--- config.mk ---
export PLATFORM = sky130hd
export DESIGN_NAME = bcd_hex_display_flat
export DESIGN_NICKNAME = d
export VERILOG_FILES = /design/src/rtl/bcd_hex_display_if.sv /design/src/rtl/bcd_hex_display.sv /design/src/flat_wrapper.sv
export SDC_FILE = /design/constraint.sdc
export NUM_CORES = 1
export LEC_CHECK = 0
export CELL_PAD_IN_SITES_DETAIL_PLACEMENT = 1
export CELL_PAD_IN_SITES_GLOBAL_PLACEMENT = 1
export CORE_AREA = 4 4 94 96
export DETAILED_ROUTE_END_ITERATION = 6
export DIE_AREA = 0 0 98 100
export GPL_TIMING_DRIVEN = 0
export HOLD_SLACK_MARGIN = 0.15
export PLACE_DENSITY = 0.86
export SLEW_MARGIN = 20
export SYNTH_ARGS = -nofsm -noshare
export SYNTH_HDL_FRONTEND = slang
export SYNTH_SLANG_ARGS = --single-unit
export TNS_END_PERCENT = 50
--- constraint.sdc ---
create_clock -name Clock -period 4.47 [get_ports Clock]
set_clock_uncertainty 0.05 [all_clocks]
set_input_delay 0.6705 -clock Clock [delete_from_list [all_inputs] [get_ports Clock]]
set_output_delay 0.6705 -clock Clock [all_outputs]
set_load 0.005 [all_outputs]
--- src/rtl/bcd_hex_display_if.sv ---
`default_nettype none
// ============================================================================
// Module   : bcd_hex_display_if
// Brief    : Start/done handshake and result bus of the BCD/HEX display driver.
// Revision : 1.0  initial release
// ============================================================================
interface bcd_hex_display_if #(
    parameter int WIDTH  = 8,
    parameter int DIGITS = 3
);
    logic                  Start;
    logic [WIDTH-1:0]      Bin;
    logic                  Busy;
    logic                  Done;
    logic [4*DIGITS-1:0]   BCD;
    logic [7*DIGITS-1:0]   HEX;

    modport master (output Start, output Bin, input Busy, input Done, input BCD, input HEX);
    modport slave  (input Start, input Bin, output Busy, output Done, output BCD, output HEX);
endinterface
`default_nettype wire

--- src/rtl/bcd_hex_display.sv ---
`default_nettype none
// ============================================================================
// Module   : bcd_hex_display
// Brief    : Sequential double-dabble binary-to-BCD converter driving active-low
//            seven-segment patterns, with optional leading-zero blanking.
// Revision : 1.0  initial release
// ============================================================================
module bcd_hex_display #(
    parameter int WIDTH  = 8,
    parameter int DIGITS = 3,
    parameter int BLANK  = 1
) (
    input  wire logic          Clock,
    input  wire logic          Resetn,
    bcd_hex_display_if.slave   bus
);

    localparam int CNT_W = $clog2(WIDTH + 1);

    localparam logic [6:0] C_SEG_ZERO  = 7'b1000000;
    localparam logic [6:0] C_SEG_BLANK = 7'b1111111;

    typedef enum logic [1:0] {
        S_IDLE  = 2'd0,
        S_SHIFT = 2'd1,
        S_DONE  = 2'd2
    } state_t;

    function automatic logic [6:0] seg7(input logic [3:0] d);
        logic [6:0] s;
        case (d)
            4'd0:    s = 7'b1000000;
            4'd1:    s = 7'b1111001;
            4'd2:    s = 7'b0100100;
            4'd3:    s = 7'b0110000;
            4'd4:    s = 7'b0011001;
            4'd5:    s = 7'b0010010;
            4'd6:    s = 7'b0000010;
            4'd7:    s = 7'b1111000;
            4'd8:    s = 7'b0000000;
            4'd9:    s = 7'b0010000;
            default: s = C_SEG_BLANK;
        endcase
        return s;
    endfunction

    function automatic logic [7*DIGITS-1:0] reset_hex();
        logic [7*DIGITS-1:0] r;
        for (int i = 0; i < DIGITS; i++) begin
            r[7*i +: 7] = ((i == 0) || (BLANK == 0)) ? C_SEG_ZERO : C_SEG_BLANK;
        end
        return r;
    endfunction

    localparam logic [7*DIGITS-1:0] C_HEX_RESET = reset_hex();

    state_t                state_q, state_d;
    logic [WIDTH-1:0]      shift_q, shift_d;
    logic [4*DIGITS-1:0]   acc_q,   acc_d;
    logic [CNT_W-1:0]      cnt_q,   cnt_d;
    logic [4*DIGITS-1:0]   bcd_q,   bcd_d;
    logic [7*DIGITS-1:0]   hex_q,   hex_d;
    logic                  done_q,  done_d;

    logic [4*DIGITS-1:0]   w_acc_adj;
    logic [7*DIGITS-1:0]   w_hex_next;

    // Add-3 correction applied to every digit before each shift.
    for (genvar g = 0; g < DIGITS; g++) begin : g_adj
        logic [3:0] w_dig;
        assign w_dig = acc_q[4*g +: 4];
        assign w_acc_adj[4*g +: 4] = (w_dig >= 4'd5) ? (w_dig + 4'd3) : w_dig;
    end

    // Scan from the top digit down; blanking stops at the first non-zero digit
    // and never reaches digit 0.
    always_comb begin
        logic       blank_run;
        logic [3:0] d;
        blank_run  = (BLANK != 0);
        w_hex_next = '0;
        for (int i = DIGITS - 1; i >= 0; i--) begin
            d          = acc_q[4*i +: 4];
            blank_run  = blank_run && (d == 4'd0) && (i != 0);
            w_hex_next[7*i +: 7] = blank_run ? C_SEG_BLANK : seg7(d);
        end
    end

    always_comb begin
        state_d = state_q;
        shift_d = shift_q;
        acc_d   = acc_q;
        cnt_d   = cnt_q;
        bcd_d   = bcd_q;
        hex_d   = hex_q;
        done_d  = 1'b0;
        case (state_q)
            S_IDLE: begin
                if (bus.Start) begin
                    shift_d = bus.Bin;
                    acc_d   = '0;
                    cnt_d   = CNT_W'(WIDTH);
                    state_d = S_SHIFT;
                end
            end
            S_SHIFT: begin
                {acc_d, shift_d} = {w_acc_adj, shift_q} << 1;
                cnt_d = cnt_q - CNT_W'(1);
                if (cnt_q == CNT_W'(1)) begin
                    state_d = S_DONE;
                end
            end
            S_DONE: begin
                bcd_d   = acc_q;
                hex_d   = w_hex_next;
                done_d  = 1'b1;
                state_d = S_IDLE;
            end
            default: state_d = S_IDLE;
        endcase
    end

    always_ff @(posedge Clock) begin
        if (!Resetn) begin
            state_q <= S_IDLE;
            shift_q <= '0;
            acc_q   <= '0;
            cnt_q   <= '0;
            bcd_q   <= '0;
            hex_q   <= C_HEX_RESET;
            done_q  <= 1'b0;
        end else begin
            state_q <= state_d;
            shift_q <= shift_d;
            acc_q   <= acc_d;
            cnt_q   <= cnt_d;
            bcd_q   <= bcd_d;
            hex_q   <= hex_d;
            done_q  <= done_d;
        end
    end

    assign bus.Busy = (state_q == S_SHIFT);
    assign bus.Done = done_q;
    assign bus.BCD  = bcd_q;
    assign bus.HEX  = hex_q;

endmodule
`default_nettype wire
--- src/flat_wrapper.sv ---
// flat-port wrapper written by rule: the top's interface ports become plain ports
module bcd_hex_display_flat 
#(
    parameter int WIDTH  = 8,
    parameter int DIGITS = 3,
    parameter int BLANK  = 1
)
  (Clock, Resetn, bus_Start, bus_Bin, bus_Busy, bus_Done, bus_BCD, bus_HEX);
  bcd_hex_display_if #(.WIDTH(WIDTH), .DIGITS(DIGITS)) bus_i ();
  input  wire logic Clock;
  input  wire logic Resetn;
  input wire logic [$bits(bus_i.Start)-1:0] bus_Start;
  input wire logic [$bits(bus_i.Bin)-1:0] bus_Bin;
  output wire logic [$bits(bus_i.Busy)-1:0] bus_Busy;
  output wire logic [$bits(bus_i.Done)-1:0] bus_Done;
  output wire logic [$bits(bus_i.BCD)-1:0] bus_BCD;
  output wire logic [$bits(bus_i.HEX)-1:0] bus_HEX;
  assign bus_i.Start = bus_Start;
  assign bus_i.Bin = bus_Bin;
  assign bus_Busy = bus_i.Busy;
  assign bus_Done = bus_i.Done;
  assign bus_BCD = bus_i.BCD;
  assign bus_HEX = bus_i.HEX;
  bcd_hex_display #(.WIDTH(WIDTH), .DIGITS(DIGITS), .BLANK(BLANK)) u_core (.Clock(Clock), .Resetn(Resetn), .bus(bus_i));
endmodule
==> results.md <==
* Top cell type by total area after synthesis: sky130_fd_sc_hd__dfxtp_1
* Ys async rst share at 0%
* Overall die area at 9800 µm²
* Wire length of the first global-routing pass at 16,000 µm
* Flip-flop and latch count after synthesis at 74
* DRT Pass-1 Iters at 4
* Required time reported for the critical path endpoint at 4.66 ns
* Buffer depth of the longest clock path at 2
* Post-synthesis cell area at 3510 µm²
* Transition time at the pin with the least slew margin at 0.641 ns
* Post_cts resized at 0
* Total power draw at 1300 µW
* Met2 routing resource usage after global routing at 34.8%
* Max-slew headroom at 57.1%
* Area contributors post-synth: sky130_fd_sc_hd__dfxtp_1 (42%), sky130_fd_sc_hd__ha_1 (7.8%), sky130_fd_sc_hd__nand2_1 (6.4%)
* Number of clock sinks at 74
* Final HPWL DP at 7030 µm
* Top library cells by usage in the layout, fill and taps aside: sky130_fd_sc_hd__dfxtp_1 (74), sky130_fd_sc_hd__nand2_1 (60), sky130_fd_sc_hd__clkdlybuf4s50_1 (45)
* Hold WC Path Type: flip-flop to flip-flop
* Share of synthesized area occupied by flip-flops and latches at 42.2%
* Antenna Cells at 0
* Worst-skew pair later-pin latency at 0.36 ns
* I/O Pins at 46
* Met3 Usage GRT at 3.13%
* Post-Route Setup TNS at 0 ns
* Share of post-route cells with drive strength above 1 at 10.0%
* Most common cell after layout, fill and taps aside: sky130_fd_sc_hd__dfxtp_1
* Core Area at 8050 µm²
* Initial standard-cell utilization of the core at 43.6%
* Detailed-route vias per instance at 5.48
* Cell Rows at 33
* Cts bufs inserted at 9
* Net total in the final layout at 497
* Crit Reg-Reg Startpoint: u_core.acc_q[0]
* Reg2Reg Depth at 9
* Largest net degree at the start of global routing at 14
* Library cell used as clock root buffer: sky130_fd_sc_hd__clkbuf_8
* Count of final setup violators at 0
* Worst setup SP type: input port
* Largest vdd supply drop at 0.000150 V
* Overall track demand over capacity in global routing at 20.2%
* Wire length reported by the detailed router at 9470 µm
* Top cell type's share of synthesized area at 42.2%
* Number of antenna violations at the first check in global routing at 0
* Register-to-Register Setup Slack at 1.71 ns
* Post-synth net total at 441
* Number of flops mapped to enable cells by yosys at 0
* Average wire per standard cell at 16.5 µm
* Area growth from synthesis to layout at 22.1%
* Post-route clock period utilization at 69.0%
* Critical path fanouts, max at 10
* CP Data Arrival Time at 3.27 ns
* F_max at 324 MHz
* Kind of capture point of the worst setup path: flip-flop
* Leak Pwr at 0.00163 µW
* Count of fill cells added during filler insertion at 962
* Crit Path Category: input port to flip-flop
* CTS tree: built
* Met1 Track Usage GR at 24.7%
* Worst slack at placement at 1.03 ns
* Via count of the first global-routing pass at 3,271
* Number of buffers added for setup after CTS at 0
* Routability cong. at 0.895
* Outcome: finished clean
* Power density cells at 303 nW/µm²
* Cell count after synthesis at 408
* Unrepaired setup endpoints after global routing: no
* Count of different cell masters after synthesis at 66
* Main synth FF type: sky130_fd_sc_hd__dfxtp_1
* Overall via count from detail_route at 3,145
* Post-layout util at 53.3%
* Hold Path Cell Cnt at 2
* Die Height at 100 µm
* Count of input and output buffers at 45
* Post-DRT Antenna Nets at 0
* Gr ovfl total at 0
* Total of hold buffers inserted after clock tree synthesis at 0
* Number of hold violations in the final report at 0
* Tmin final at 3.08 ns
* Worst hold endpoint: u_core.bus.HEX[13]
* Number of violations reported at the end of detailed-routing iteration 0 at 87
* Number of H-tree levels at 3
* Routing layer with the top usage in global route: met2
* Avg Synthesized Cell Area at 8.61 µm²
* Clock-pin slew reported for the worst setup and hold paths after clock tree synthesis at 0.08 ns
* Number of max-slew violations in the final report at 0
* Max_cap viols at 0
* Count of warnings emitted by yosys at 0
* Total DRC errors in the routed layout at 0
* Post-layout worst setup margin at 1.39 ns
* Die width at 98 µm
==> cells in the mapped netlist (3+ instances only) <==
library cell / number
sky130_fd_sc_hd__a211oi_1: 7
sky130_fd_sc_hd__a21oi_1: 31
sky130_fd_sc_hd__a311oi_1: 10
sky130_fd_sc_hd__and2_1: 4
sky130_fd_sc_hd__and3_1: 4
sky130_fd_sc_hd__buf_2: 4
sky130_fd_sc_hd__buf_6: 4
sky130_fd_sc_hd__clkbuf_1: 15
sky130_fd_sc_hd__dfxtp_1: 74
sky130_fd_sc_hd__ha_1: 22
sky130_fd_sc_hd__inv_1: 18
sky130_fd_sc_hd__inv_2: 4
sky130_fd_sc_hd__nand2_1: 60
sky130_fd_sc_hd__nand2b_1: 3
sky130_fd_sc_hd__nand3b_1: 3
sky130_fd_sc_hd__nor2_1: 37
sky130_fd_sc_hd__nor2b_1: 4
sky130_fd_sc_hd__nor3_1: 20
sky130_fd_sc_hd__o21ai_0: 21
sky130_fd_sc_hd__o22ai_1: 7
==> cell type report <==
cell class                 count  area [µm²]  share of cell area [%]
multi-input combinational    287        1820                    42.4
sequential                    74        1480                    34.5
timing repair buffer          45         450                    10.5
tap                          105         131                    3.06
buffer                        25         129                    3.01
clock buffer                   9         124                    2.89
inverter                      22        82.6                    1.93
clock inverter                 7        70.1                    1.63
==> per-layer routing <==
metal	share of wire, %	up-vias
met1	46	1524
li1	-	1544
met4	2.3	0
met3	4.0	16
met5	0	-
met2	48	61
==> kinds of logic (layout without fill, tap and decap cells) <==
logic type / count (synthesis) / in the layout / share of synthesized area (%)
adders and majority gates: 22 / 22 / 7.84
muxes: 3 / 3 / 0.926
DFF: 74 / 74 / 42.2
xor gates and xnor gates: 1 / 1 / 0.249
AOI/OAI and AO/OA: 108 / 108 / 21.5
and+or+nand+nor: 153 / 153 / 21.3
buffers and inverters: 47 / 108 / 6.02
==> critical path, cell delays in order <==
cell and delay, ns:
sky130_fd_sc_hd__clkdlybuf4s50_1 0.57, sky130_fd_sc_hd__clkbuf_1 0.42, sky130_fd_sc_hd__and2_1 0.20, sky130_fd_sc_hd__clkbuf_1 0.31, sky130_fd_sc_hd__nand2_1 0.14, sky130_fd_sc_hd__o21ai_0 0.20
sky130_fd_sc_hd__inv_1 0.17, sky130_fd_sc_hd__ha_1 0.33, sky130_fd_sc_hd__nor3_1 0.20, sky130_fd_sc_hd__a211oi_1 0.07
==> worst max-delay path by stage <==
stage	from	to	slack [ns]	cells after the start
5_1_grt	Resetn	flip-flop	1.20	10
3_3_place_gp	Resetn	flip-flop	1.13	10
3_5_place_dp	Resetn	flip-flop	1.03	10
2_1_floorplan	u_core.acc_q[4]	flip-flop	2.11	9
4_1_cts	Resetn	flip-flop	1.42	10
6_report	Resetn	flip-flop	1.39	10
==> per-stage QoR <==
step                      hold WS [ns]  cell area, µm²  cells
after floorplan                  0.368            3510    408
after global placement           0.374            4090    558
after detailed placement         0.387            4090    558
after CTS                        0.407            4290    574
after global routing             0.428            4290    574
final                            0.402            4290    574
==> report_power, final <==
part           leakage [µW]  switching [µW]  internal, µW
Combinational      0.000935            59.6          39.9
Sequential         0.000600            10.6           671
Clock             0.0000990             261           256
Total               0.00163             331           968
Power figures use the tool's default switching activity.
==> RTL change (same flow settings) <==
The 3 states of `state_t` get a one-hot encoding in 3 bits.
--- a/src/rtl/bcd_hex_display.sv
+++ b/src/rtl/bcd_hex_display.sv
@@ -22,6 +22,6 @@
 
-    typedef enum logic [1:0] {
-        S_IDLE  = 2'd0,
-        S_SHIFT = 2'd1,
-        S_DONE  = 2'd2
+    typedef enum logic [2:0] {
+        S_IDLE  = 3'b001,
+        S_SHIFT = 3'b010,
+        S_DONE  = 3'b100
     } state_t;
Formal check against the unedited RTL: same outputs for any inputs over 10 cycles, from zero or initial values and one cycle with Resetn low; not proved beyond that.
==> RTL change against the original RTL <==
Synthesized area is 3.2% lower. Sequential cell count up 1. Global-route usage fell by 0.79 points. First-iteration DRC count up 46%. Worst hold slack got worse by 7.9 ps. Non-clock buffer count shrank 4. Design area decreased by 2.4%. Wire length is 1.7% lower. Setup slack better by 14 ps. Via count is 3.2% lower. Power grew 2.1%. Largest power group unchanged.
==> RTL change: results (changes against the original RTL) <==
Vias=3043 (-3.2%); Synth Area in XOR/XNOR=1.031% (+0.78 points); worst min path class=flip-flop to flip-flop; Post-synth top cells=dfxtp_1 (75), nand2_1 (75), a21oi_1 (39), nor2_1 (29), ha_1 (22); # resized after CTS=0 (unchanged); status=finished, final reports clean; clock-pin slew on the worst setup and hold paths=80 ps (about the same); TritonCTS buffer count=9 (unchanged); layout cells sized above 1=7.912% (-2.1 points); peak supply drop=0.1318 mV (-12%); final wirelength=9308 um (-1.7%); hold path cells=2 (unchanged); async set-reset flop share out of synthesis=0% (unchanged); initial antenna violation count=0 (unchanged); WP data arrival=2350 ps (-920 ps); vias in the first global route=3118 (-4.7%); Ant. Diodes=0 (unchanged); complex-gate fraction of the synthesized area=20.32% (-1.2 points); R2R cell count=9 (unchanged); drt pass-1 iters=7 (+3); Layout Nets=484 (-2.6%); Fillers=965 (+0.31%); CP Max Fanout=10 (unchanged); number of port buffers=44 (-2.2%); Worst R2R Start=u_core.state_q[2]; DP HPWL=6581 um (-6.3%); syn_nets=429 (-2.7%); first-pass GRT wire length=15510 um (-2.9%); global-route usage over all layers=19.42% (-0.79 points); Clk Latency, worst-skew pair=360 ps (about the same); reg2reg setup slack=1810 ps (+100 ps); Relative slew margins=58.14% (+1.1 points); pin count of the biggest net entering global routing=13 (-1); htree depth=3 (unchanged); leading post-synthesis cells by cell area=dfxtp_1 (44%), nand2_1 (8.3%), ha_1 (8.1%); power per cell area=316.9 mW/mm^2 (+4.6%); Synth warnings=0 (unchanged); sequential area share after synthesis=44.18% (+2.0 points); Synth Area in Adders=8.100% (+0.26 points); Clock Tree Root=clkbuf_8; Leak Pwr=1.598 nW (-2.2%); routability cong.=0.8495 (-5.1%); Distinct cells, synth=54 (-18%); initial drt markers=127 (+46%); WHS Endpoint=u_core.bus.HEX[13]; Max clock buf depth=2 (unchanged); post-synthesis mux area share=2.062% (+1.1 points); post-CTS setup buffer count=0 (unchanged); hold_ws=393.6 ps (-7.893 ps)
RTL change: worst max path at each step:
| stage | start | endpoint | slack [ps] | cells past startpoint |
|---|---|---|---|---|
| after detailed placement | bus_Start | flip-flop | 1130 | 10 |
| after floorplan | bus_Start | flip-flop | 2050 | 8 |
| final | u_core.state_q[1] | bus_Busy | 1400 | 5 |
| after global placement | bus_Start | flip-flop | 1230 | 10 |
| after global routing | u_core.state_q[1] | bus_Busy | 1280 | 5 |
| after CTS | u_core.state_q[1] | bus_Busy | 1380 | 5 |
RTL change: worst max-delay path, cell delays in order (launching register included):
cell             delay (ps)
dfxtp_1                 370
or3b_4                  400
inv_2                   100
buf_4                   190
clkbuf_1                350
clkdlybuf4s50_1         580
RTL change: metal layers:
metal / up-vias / wire [um] / track usage, %
met5: - / 0 / 0
met4: 0 / 211 / 7.135
met3: 22 / 314 / 3.683
met2: 59 / 4647 / 34.61
met1: 1478 / 4136 / 23.30
li1: 1484 / - / -
RTL change: cell type report:
cell class,instances,share of cell area (%)
multi-input combinational,277,40.93
sequential,75,35.87
timing repair buffer,44,10.52
clock buffer,10,3.288
tap,105,3.139
buffer,22,2.302
inverter,22,2.093
clock inverter,5,1.854
RTL change: cell families after synthesis:
| kind of cell | count (synthesis) |
|---|---|
| AO/OA/AOI/OAI | 103 |
| flip-flops | 75 |
| XOR/XNOR | 4 |
| multiplexers | 7 |
| AND/OR/NAND/NOR | 141 |
| adder cells (fa/ha/maj) | 22 |
| buffers and inverters | 44 |
RTL change: through the flow:
stage / worst slack, ps / util (%) / total power, W / instances / instance area [um^2]
global route: 1278 / 51.98 / 0.001369 / 560 / 4185
detailed placement: 1133 / 49.31 / 0.0007616 / 545 / 3970
floorplan: 2047 / - / 0.0007376 / 396 / 3398
finish: 1401 / 51.98 / 0.001326 / 560 / 4185
global placement: 1233 / 49.31 / 0.0007594 / 545 / 3970
CTS: 1377 / 51.98 / 0.001330 / 560 / 4185
RTL change: power breakdown:
group	leakage [nW]	internal [W]	switching [W]
clock network	0.108	0.000325	0.000255
logic	0.882	0.0000232	0.0000389
registers	0.607	0.000678	0.00000627
total	1.60	0.00103	0.000300
